--- src/rtl/nn_float_pkg.sv ---
// Shared float32 definitions for the NN output-layer blocks: field widths,
// comparator flag encodings and the arg-max FSM state type.
package nn_float_pkg;

  localparam int FLOAT_W = 32;
  localparam int EXP_W   = 8;
  localparam int MANT_W  = 23;

  // Comparator flag is {a>b, a==b, a<b}, exactly one bit set.
  localparam logic [2:0] FLAG_GT = 3'b100;
  localparam logic [2:0] FLAG_EQ = 3'b010;
  localparam logic [2:0] FLAG_LT = 3'b001;

  typedef enum logic [1:0] {
    IDLE,
    ACCUM,
    DONE
  } state_t;

endpackage

--- src/rtl/float_argmax_cmp.sv ---
// Combinational float32 comparator. Orders operands by sign, then by the
// {exp, mant} magnitude; +0 ranks above -0, and NaN/Inf are ordered purely by
// their bit pattern (no NaN detection).
module float_argmax_cmp
  import nn_float_pkg::*;
(
  input  logic [FLOAT_W-1:0] a,
  input  logic [FLOAT_W-1:0] b,
  output logic [2:0]         flag
);

  logic                      sign_a;
  logic                      sign_b;
  logic [EXP_W+MANT_W-1:0]   mag_a;
  logic [EXP_W+MANT_W-1:0]   mag_b;

  assign sign_a = a[FLOAT_W-1];
  assign sign_b = b[FLOAT_W-1];
  assign mag_a  = {a[MANT_W +: EXP_W], a[MANT_W-1:0]};
  assign mag_b  = {b[MANT_W +: EXP_W], b[MANT_W-1:0]};

  // Sign decides first; within a sign, magnitude order flips for negatives.
  always_comb begin
    // NOTE: every output of a combinational block gets a default first, so no
    // path through the branches can leave it unassigned and infer a latch.
    flag = FLAG_EQ;
    if (a == b) begin
      flag = FLAG_EQ;
    end else if (sign_a != sign_b) begin
      flag = sign_a ? FLAG_LT : FLAG_GT;
    end else if (!sign_a) begin
      flag = (mag_a > mag_b) ? FLAG_GT : FLAG_LT;
    end else begin
      flag = (mag_a < mag_b) ? FLAG_GT : FLAG_LT;
    end
  end

endmodule

--- src/rtl/float_argmax.sv ---
// Streaming arg-max over one vector of float32 scores (one per beat, ending
// with in_last). Reports the index and value of the largest score; ties keep
// the earliest index. Vectors longer than N_MAX flag out_ovf and pin the
// index of any later maximum at N_MAX-1.
module float_argmax
  import nn_float_pkg::*;
#(
  parameter int N_MAX = 16,
  parameter int IDX_W = $clog2(N_MAX)
) (
  input  logic               clk,
  input  logic               rst_n,
  input  logic               in_valid,
  output logic               in_ready,
  input  logic [FLOAT_W-1:0] in_data,
  input  logic               in_last,
  output logic               out_valid,
  input  logic               out_ready,
  output logic [IDX_W-1:0]   out_idx,
  output logic [FLOAT_W-1:0] out_max,
  output logic               out_ovf
);

  localparam logic [IDX_W-1:0] CNT_LAST = IDX_W'(N_MAX - 1);

  state_t             state;
  state_t             state_nx;
  logic [FLOAT_W-1:0] max_r;
  logic [IDX_W-1:0]   idx_r;
  logic [IDX_W-1:0]   count;
  logic               ovf_r;
  logic [2:0]         flag;
  logic               accept;

  // Ready in IDLE/ACCUM only, and held low while reset is asserted.
  assign in_ready = rst_n && ((state == IDLE) || (state == ACCUM));
  assign accept   = in_valid && in_ready;

  float_argmax_cmp u_cmp (
    .a    (in_data),
    .b    (max_r),
    .flag (flag)
  );

  // State register with synchronous reset.
  always_ff @(posedge clk) begin
    // NOTE: sequential state uses non-blocking assignment so every register
    // samples pre-edge values, independent of statement order.
    if (!rst_n) state <= IDLE;
    else        state <= state_nx;
  end

  // Next-state: first beat, accumulate until in_last, hold until consumed.
  always_comb begin
    state_nx = state;
    case (state)
      IDLE:    if (accept) state_nx = in_last ? DONE : ACCUM;
      ACCUM:   if (accept && in_last) state_nx = DONE;
      DONE:    if (out_ready) state_nx = IDLE;
      default: state_nx = IDLE;
    endcase
  end

  // Running maximum, its index, the saturating beat counter and overflow flag.
  always_ff @(posedge clk) begin
    if (!rst_n) begin
      max_r <= '0;
      idx_r <= '0;
      count <= '0;
      ovf_r <= 1'b0;
    end else if (accept) begin
      if (state == IDLE) begin
        max_r <= in_data;
        idx_r <= '0;
        count <= IDX_W'(1);
        ovf_r <= 1'b0;
      end else begin
        if (flag == FLAG_GT) begin
          max_r <= in_data;
          idx_r <= count;
        end
        if (count != CNT_LAST) count <= count + IDX_W'(1);
        else if (!in_last)     ovf_r <= 1'b1;
      end
    end
  end

  assign out_valid = (state == DONE);
  assign out_idx   = idx_r;
  assign out_max   = max_r;
  assign out_ovf   = ovf_r;

endmodule

--- config.mk ---
export PLATFORM = sky130hd
export DESIGN_NAME = float_argmax
export DESIGN_NICKNAME = d
export VERILOG_FILES = /design/src/rtl/nn_float_pkg.sv /design/src/rtl/float_argmax_cmp.sv /design/src/rtl/float_argmax.sv
export SDC_FILE = /design/constraint.sdc
export NUM_CORES = 1
export LEC_CHECK = 0
export CORE_MARGIN = 5
export CORE_UTILIZATION = 40
export DETAILED_ROUTE_END_ITERATION = 7
export DONT_BUFFER_PORTS = 1
export GPL_TIMING_DRIVEN = 0
export HOLD_SLACK_MARGIN = 0.08
export PLACE_DENSITY = 0.56
export SYNTH_ARGS = -nofsm -noshare
export SYNTH_HDL_FRONTEND = slang
export SYNTH_SLANG_ARGS = --single-unit
--- constraint.sdc ---
create_clock -name clk -period 3.3 [get_ports clk]
set_input_delay 0.495 -clock clk [delete_from_list [all_inputs] [get_ports clk]]
set_output_delay 0.495 -clock clk [all_outputs]
set_load 0.05 [all_outputs]
After elaboration in Yosys (flattened, before gate mapping). Index checks and enable logic that the tools add are counted.

Bits in registers: 43. Input bits: 37. Output and inout port bits: 39. Logic and storage cells: 50.

Add/sub/neg operators: 1. Magnitude comparators: 2. Equal/unequal tests: 11. Muxes and demuxes: 20. Reduce and logical (&&, ||, !) cells: 11.

Operator list (number): $mux W32 (2); $eq A32 B32 Y1 (1); $gt A31 B31 Y1 (1); $lt A31 B31 Y1 (1); $mux W3 (6); $mux W4 (4); $mux W2 (4); $ne A2 B1 Y1 const B (3); $pmux W2 S3 (1); $reduce_and A3 Y1 (2); $add A4 B1 Y4 const B (1); $ne A2 B2 Y1 const B (2); $ne A4 B4 Y1 const B (1); $reduce_and A2 Y1 (2); $reduce_bool A2 Y1 (2); $eq A3 B3 Y1 const B (1); $logic_and A1 B1 Y1 (3); $mux W1 (3); $eq A2 B1 Y1 const B (1); $eq A2 B2 Y1 const B (1); $logic_not A2 Y1 (1); $logic_or A1 B1 Y1 (1); $ne A1 B1 Y1 (1).

Logic depth before layout (Yosys ltp).
Word-level depth: 8. Gate-level depth with buffers: 12. Mapped depth without buffers: 9.

Modules after synthesis. From an unflattened synthesis, not the netlist that was laid out.

Cells, all modules: 323. Area total of the unflattened synthesis: 2738.9 um2.

Modules (own cells, without submodules): float_argmax (instances 1, cells an instance 192, area each 1810.5 um2); float_argmax_cmp (instances 1, cells an instance 131, area each 928.4 um2).

Worst setup path before layout. Ideal clock, no wire load.

Path type: register to register. From: reg max_r[24] (netlist: out_max[24]). To: reg max_r[20] (netlist: out_max[20]). Arrival: 2784 ps. Data required time: 3172 ps. Path slack: 388 ps. Stages on the path, launching flop included: 12. Path through: dfxtp_1 -> inv_1 -> ha_1 -> a21o_1 -> nand3_1 -> a21oi_1 -> or4_4 -> a221oi_4 -> and2_4 -> buf_8 -> buf_12 -> o211ai_2.

Word-level cells in the longest chain between the ends: 8. Elaborated cells on any way between the ends: 11. Those cells by class: 2 x order compare; 2 x eq/ne; 5 x mux; 2 x reduce/logical.

Ends and longest elaborated chain: from (decl) (line float_argmax.sv:28) `logic [FLOAT_W-1:0] max_r;`; from (signal assigned) (line float_argmax.sv:73) `max_r <= in_data;`; from (signal assigned) (line float_argmax.sv:79) `max_r <= in_data;`; $gt A31 B31 Y1 or $lt A31 B31 Y1 (tied branches) (line float_argmax_cmp.sv:32, float_argmax_cmp.sv:34); $mux W3, on equally long branches (line float_argmax_cmp.sv:32, float_argmax_cmp.sv:34); $mux W3 (line float_argmax_cmp.sv:31) `end else if (!sign_a) begin`; $mux W3 (line float_argmax_cmp.sv:29) `end else if (sign_a != sign_b) begin`; $mux W3 * (line float_argmax_cmp.sv:27) `if (a == b) begin`; $eq A3 B3 Y1 * (line float_argmax.sv:78) `if (flag == FLAG_GT) begin`; $reduce_bool A2 Y1 (no source line) *; $reduce_and A2 Y1 (no source line) *.

Every way passes the cells marked *; elsewhere a longest branch is shown, timed or not. A chain may end at the register's enable or synchronous reset.

Worst setup path in the final report.
From: reg max_r[21] (netlist: out_max[21]). To: reg max_r[2] (netlist: out_max[2]).

Same word-level chain as after synthesis.

==> metrics.cfg <==
[place]
io_buffers=0
preCtsSetupSlack_ns=-0.133
place_congestion=0.829
hpwl_mm=8.35

[clock_network]
cts_buffers=5
ctsHtreeMaxLevel=2
cts_setup_buffers=0
clk_pin_slew_worst_paths_ns=0.09
cts_root_buf=clkbuf_8
cts_buffer_depth=2
cts_tree=built
cts_sinks=43
clock_latency_ns=0.30

[critical_path]
r2r_end=out_max[2]
cp.required_ns=3.53
cp-start-kind=flop
path_cells=inv_1 -> ha_1 -> nand4_1 -> a2111oi_0 -> or4_4 -> a211o_1 -> buf_2 -> clkbuf_1 -> nand3_1 -> o211ai_2
timing.rr.start=out_max[21]
reg2reg_setup_slack_ns=0.17
critPathArrivalTime_ns=3.36
startpoint=out_max[21]
cp_max_fo=10
crit_type=reg -> reg
reg2regPathDepth=10
cp_slowest_cell=dfxtp_1
slowest_delay_ns=0.70
end_kind=flop

[finish]
num_antenna_cells=0
drive_gt1_share_pct=15.4
postLayoutCoreUtil_pct=44.1
fillCellCount=903
fin_nets=542
regArea_sq_um=887
multi_input_area_sq_mm=0.00228
syn_to_final_growth_pct=7.15

[floorplanning]
coreArea_sq_mm=0.00872
die_w_microns=105
start_util_pct=41.1
io_pins=76
fp.dieArea_sq_mm=0.0110
rows=34
die_y_microns=105

[global_routing]
overflow=0
grt_pass1_wl_mm=18.4
antenna_found_initial=0
grt_start_max_net_pins=13
grt_usage_pct=20.0
grt_pass1_vias=3509

[synthesis]
syn_nets=535
synth_xor_area_share_pct=0
synth_top_family_by_area=simple AND/OR/NAND/NOR gates
synth_ff_type=dfxtp_1
ys_warn_count=0
synth-simple-area-share_pct=28.0
ys_seq_area_share_pct=24.0
yosysUniqueCellTypes=40
synth_compound_area_share_pct=24.0
synthesis.area_sq_mm=0.00359
syn_inst=466
ys_seq_elements=43
synth_edf_count=0
synth_fa_ha_area_share_pct=11.2
synthMuxAreaShare_pct=0.314
synthArstFlopShare_pct=0
avgSynthCellArea_sq_um=7.70

[sta]
relSlewSlack_pct=32.8
post-route-period-util_pct=94.9
finalCriticalPeriod_ns=3.13
setup_ws_ns=0.170
finClkSkew_ns=0.0123
setup_viol=0
worst_slew_pin_slew_ns=1.00
maxSlewViolCount=0
hold_violations=0
maxClockFrequency_mhz=319
grt_setup_unrepaired=no

[routing]
drt-pass1-iter-count=4
drtIter0Drc=208
vias=3693
antenna_left=0
drc=0
via_per_inst=6.36
wl_per_cell_microns=19.7
postRouteWirelength_mm=11.4

[worst_hold_path]
hp-class=in -> reg
min_to=state[0]
holdPathStages=1
hp-start=in_last

[flow_run]
maxCapViolations=0

[pwr]
power.leakage_uw=0.00145
max-vdd-ir-drop_uv=192
power_density_mw_per_mm2=412

[outcome]
outcome=finished clean

## metal layers
layer	global-route usage (%)	part of all wire [%]
met1	27.0	43
met2	31.6	46
met3	4.93	8.7
met4	5.94	2.0
met5	0	0
## worst max-delay path, delay by kind of cell (launching register included)
kind | cells | cell delay (ns)
AOI/OAI and AO/OA | 3 | 0.72
adders and majority gates | 1 | 0.31
buffers and inverters | 3 | 0.76
DFF | 1 | 0.70
and+or+nand+nor | 3 | 0.56
## cells in the final DEF, fill, tap and decap left out, types with 2 or more instances in the layout
cell,Yosys,final
buf_12,3,3
o21ai_0,7,7
a211oi_1,3,3
dfxtp_2,0,21
clkbuf_1,36,35
nor2b_1,2,2
buf_1,2,2
a21o_1,3,3
a22oi_1,3,3
dfxtp_1,43,22
and2_1,2,2
nand2_1,7,7
nand3b_1,2,2
a21oi_1,15,15
nor2_1,12,12
nand3_1,76,76
buf_2,3,3
a31oi_1,31,31
nand4_1,11,11
nor3_1,25,25
nor4_1,27,26
a2111oi_0,2,2
and3_1,7,7
o211ai_2,30,30
nor4b_1,7,7
inv_1,57,57
o211ai_1,5,5
ha_1,32,32
clkbuf_8,0,6
## power by group
| part | internal [uW] | leakage, uW | switching [uW] | total, uW |
|---|---|---|---|---|
| Sequential | 565 | 0.000360 | 185 | 751 |
| Clock | 165 | 0.0000470 | 196 | 361 |
| Combinational | 171 | 0.00104 | 302 | 473 |
## what timing repair did
action	in CTS	in global routing
hold buffers	0	0
endpoints found under the setup margin	35	34
resized for setup	4	20
## registers in the layout, indices dropped and copies added, names as in the netlist
name	flops
out_max	32
state	2
count	4
out_idx	4
out_ovf	1
## metrics by stage
| step | cell area [sq um] | total power (uW) | TNS (ns) | hold WS (ns) | cells |
|---|---|---|---|---|---|
| 2_1_floorplan | 3590 | 1100 | 0 | 0.461 | 466 |
| 6_report | 3840 | 1580 | 0 | 0.316 | 581 |
| 4_1_cts | 3820 | 1590 | 0 | 0.307 | 581 |
| 3_3_place_gp | 3720 | 1220 | -0.0177 | 0.514 | 574 |
| 5_1_grt | 3840 | 1680 | 0 | 0.321 | 581 |
| 3_5_place_dp | 3720 | 1230 | -3.72 | 0.527 | 574 |
## cells in the mapped netlist (all sizes together), types with 2 or more instances
| cell | n | area [sq um] |
|---|---|---|
| nor2b | 2 | 12.5 |
| nor3 | 25 | 125 |
| o21ai | 8 | 40.0 |
| o211ai | 35 | 413 |
| nor2 | 12 | 45.0 |
| and2 | 3 | 21.3 |
| nand3b | 2 | 15.0 |
| nand3 | 76 | 380 |
| buf | 9 | 97.6 |
| nand2 | 7 | 26.3 |
| dfxtp | 43 | 861 |
| nor4b | 7 | 61.3 |
| a21o | 3 | 22.5 |
| a211oi | 3 | 22.5 |
| a2111oi | 2 | 17.5 |
| and3 | 7 | 43.8 |
| a21oi | 15 | 75.1 |
| nand4 | 11 | 68.8 |
| nor4 | 27 | 169 |
| a31oi | 31 | 194 |
| a22oi | 3 | 22.5 |
| ha | 32 | 400 |
| clkbuf | 36 | 135 |
| inv | 58 | 218 |
## cells by family after synthesis
kind of cell | count (synthesis)
AO/OA/AOI/OAI | 104
buffers and inverters | 103
adder cells (fa/ha/maj) | 32
multiplexers | 1
flip-flops | 43
AND/OR/NAND/NOR | 183
## layout make-up
| class | instances | share of cell area [%] |
|---|---|---|
| buffer | 45 | 6.09 |
| tap | 108 | 3.51 |
| sequential | 43 | 23.1 |
| inverter | 58 | 5.66 |
| clock inverter | 1 | 0.130 |
| clock buffer | 6 | 2.15 |
| multi-input combinational | 320 | 59.4 |
## worst max-delay path by stage
stage                              to  slack (ns)
final                      out_max[2]        0.17
after global routing      out_max[14]       0.007
after CTS                 out_max[17]        0.02
after detailed placement  out_max[20]       -0.13
after global placement    out_max[15]       -0.02
after floorplan           out_max[20]        0.39
Power figures use the tool's default switching activity.
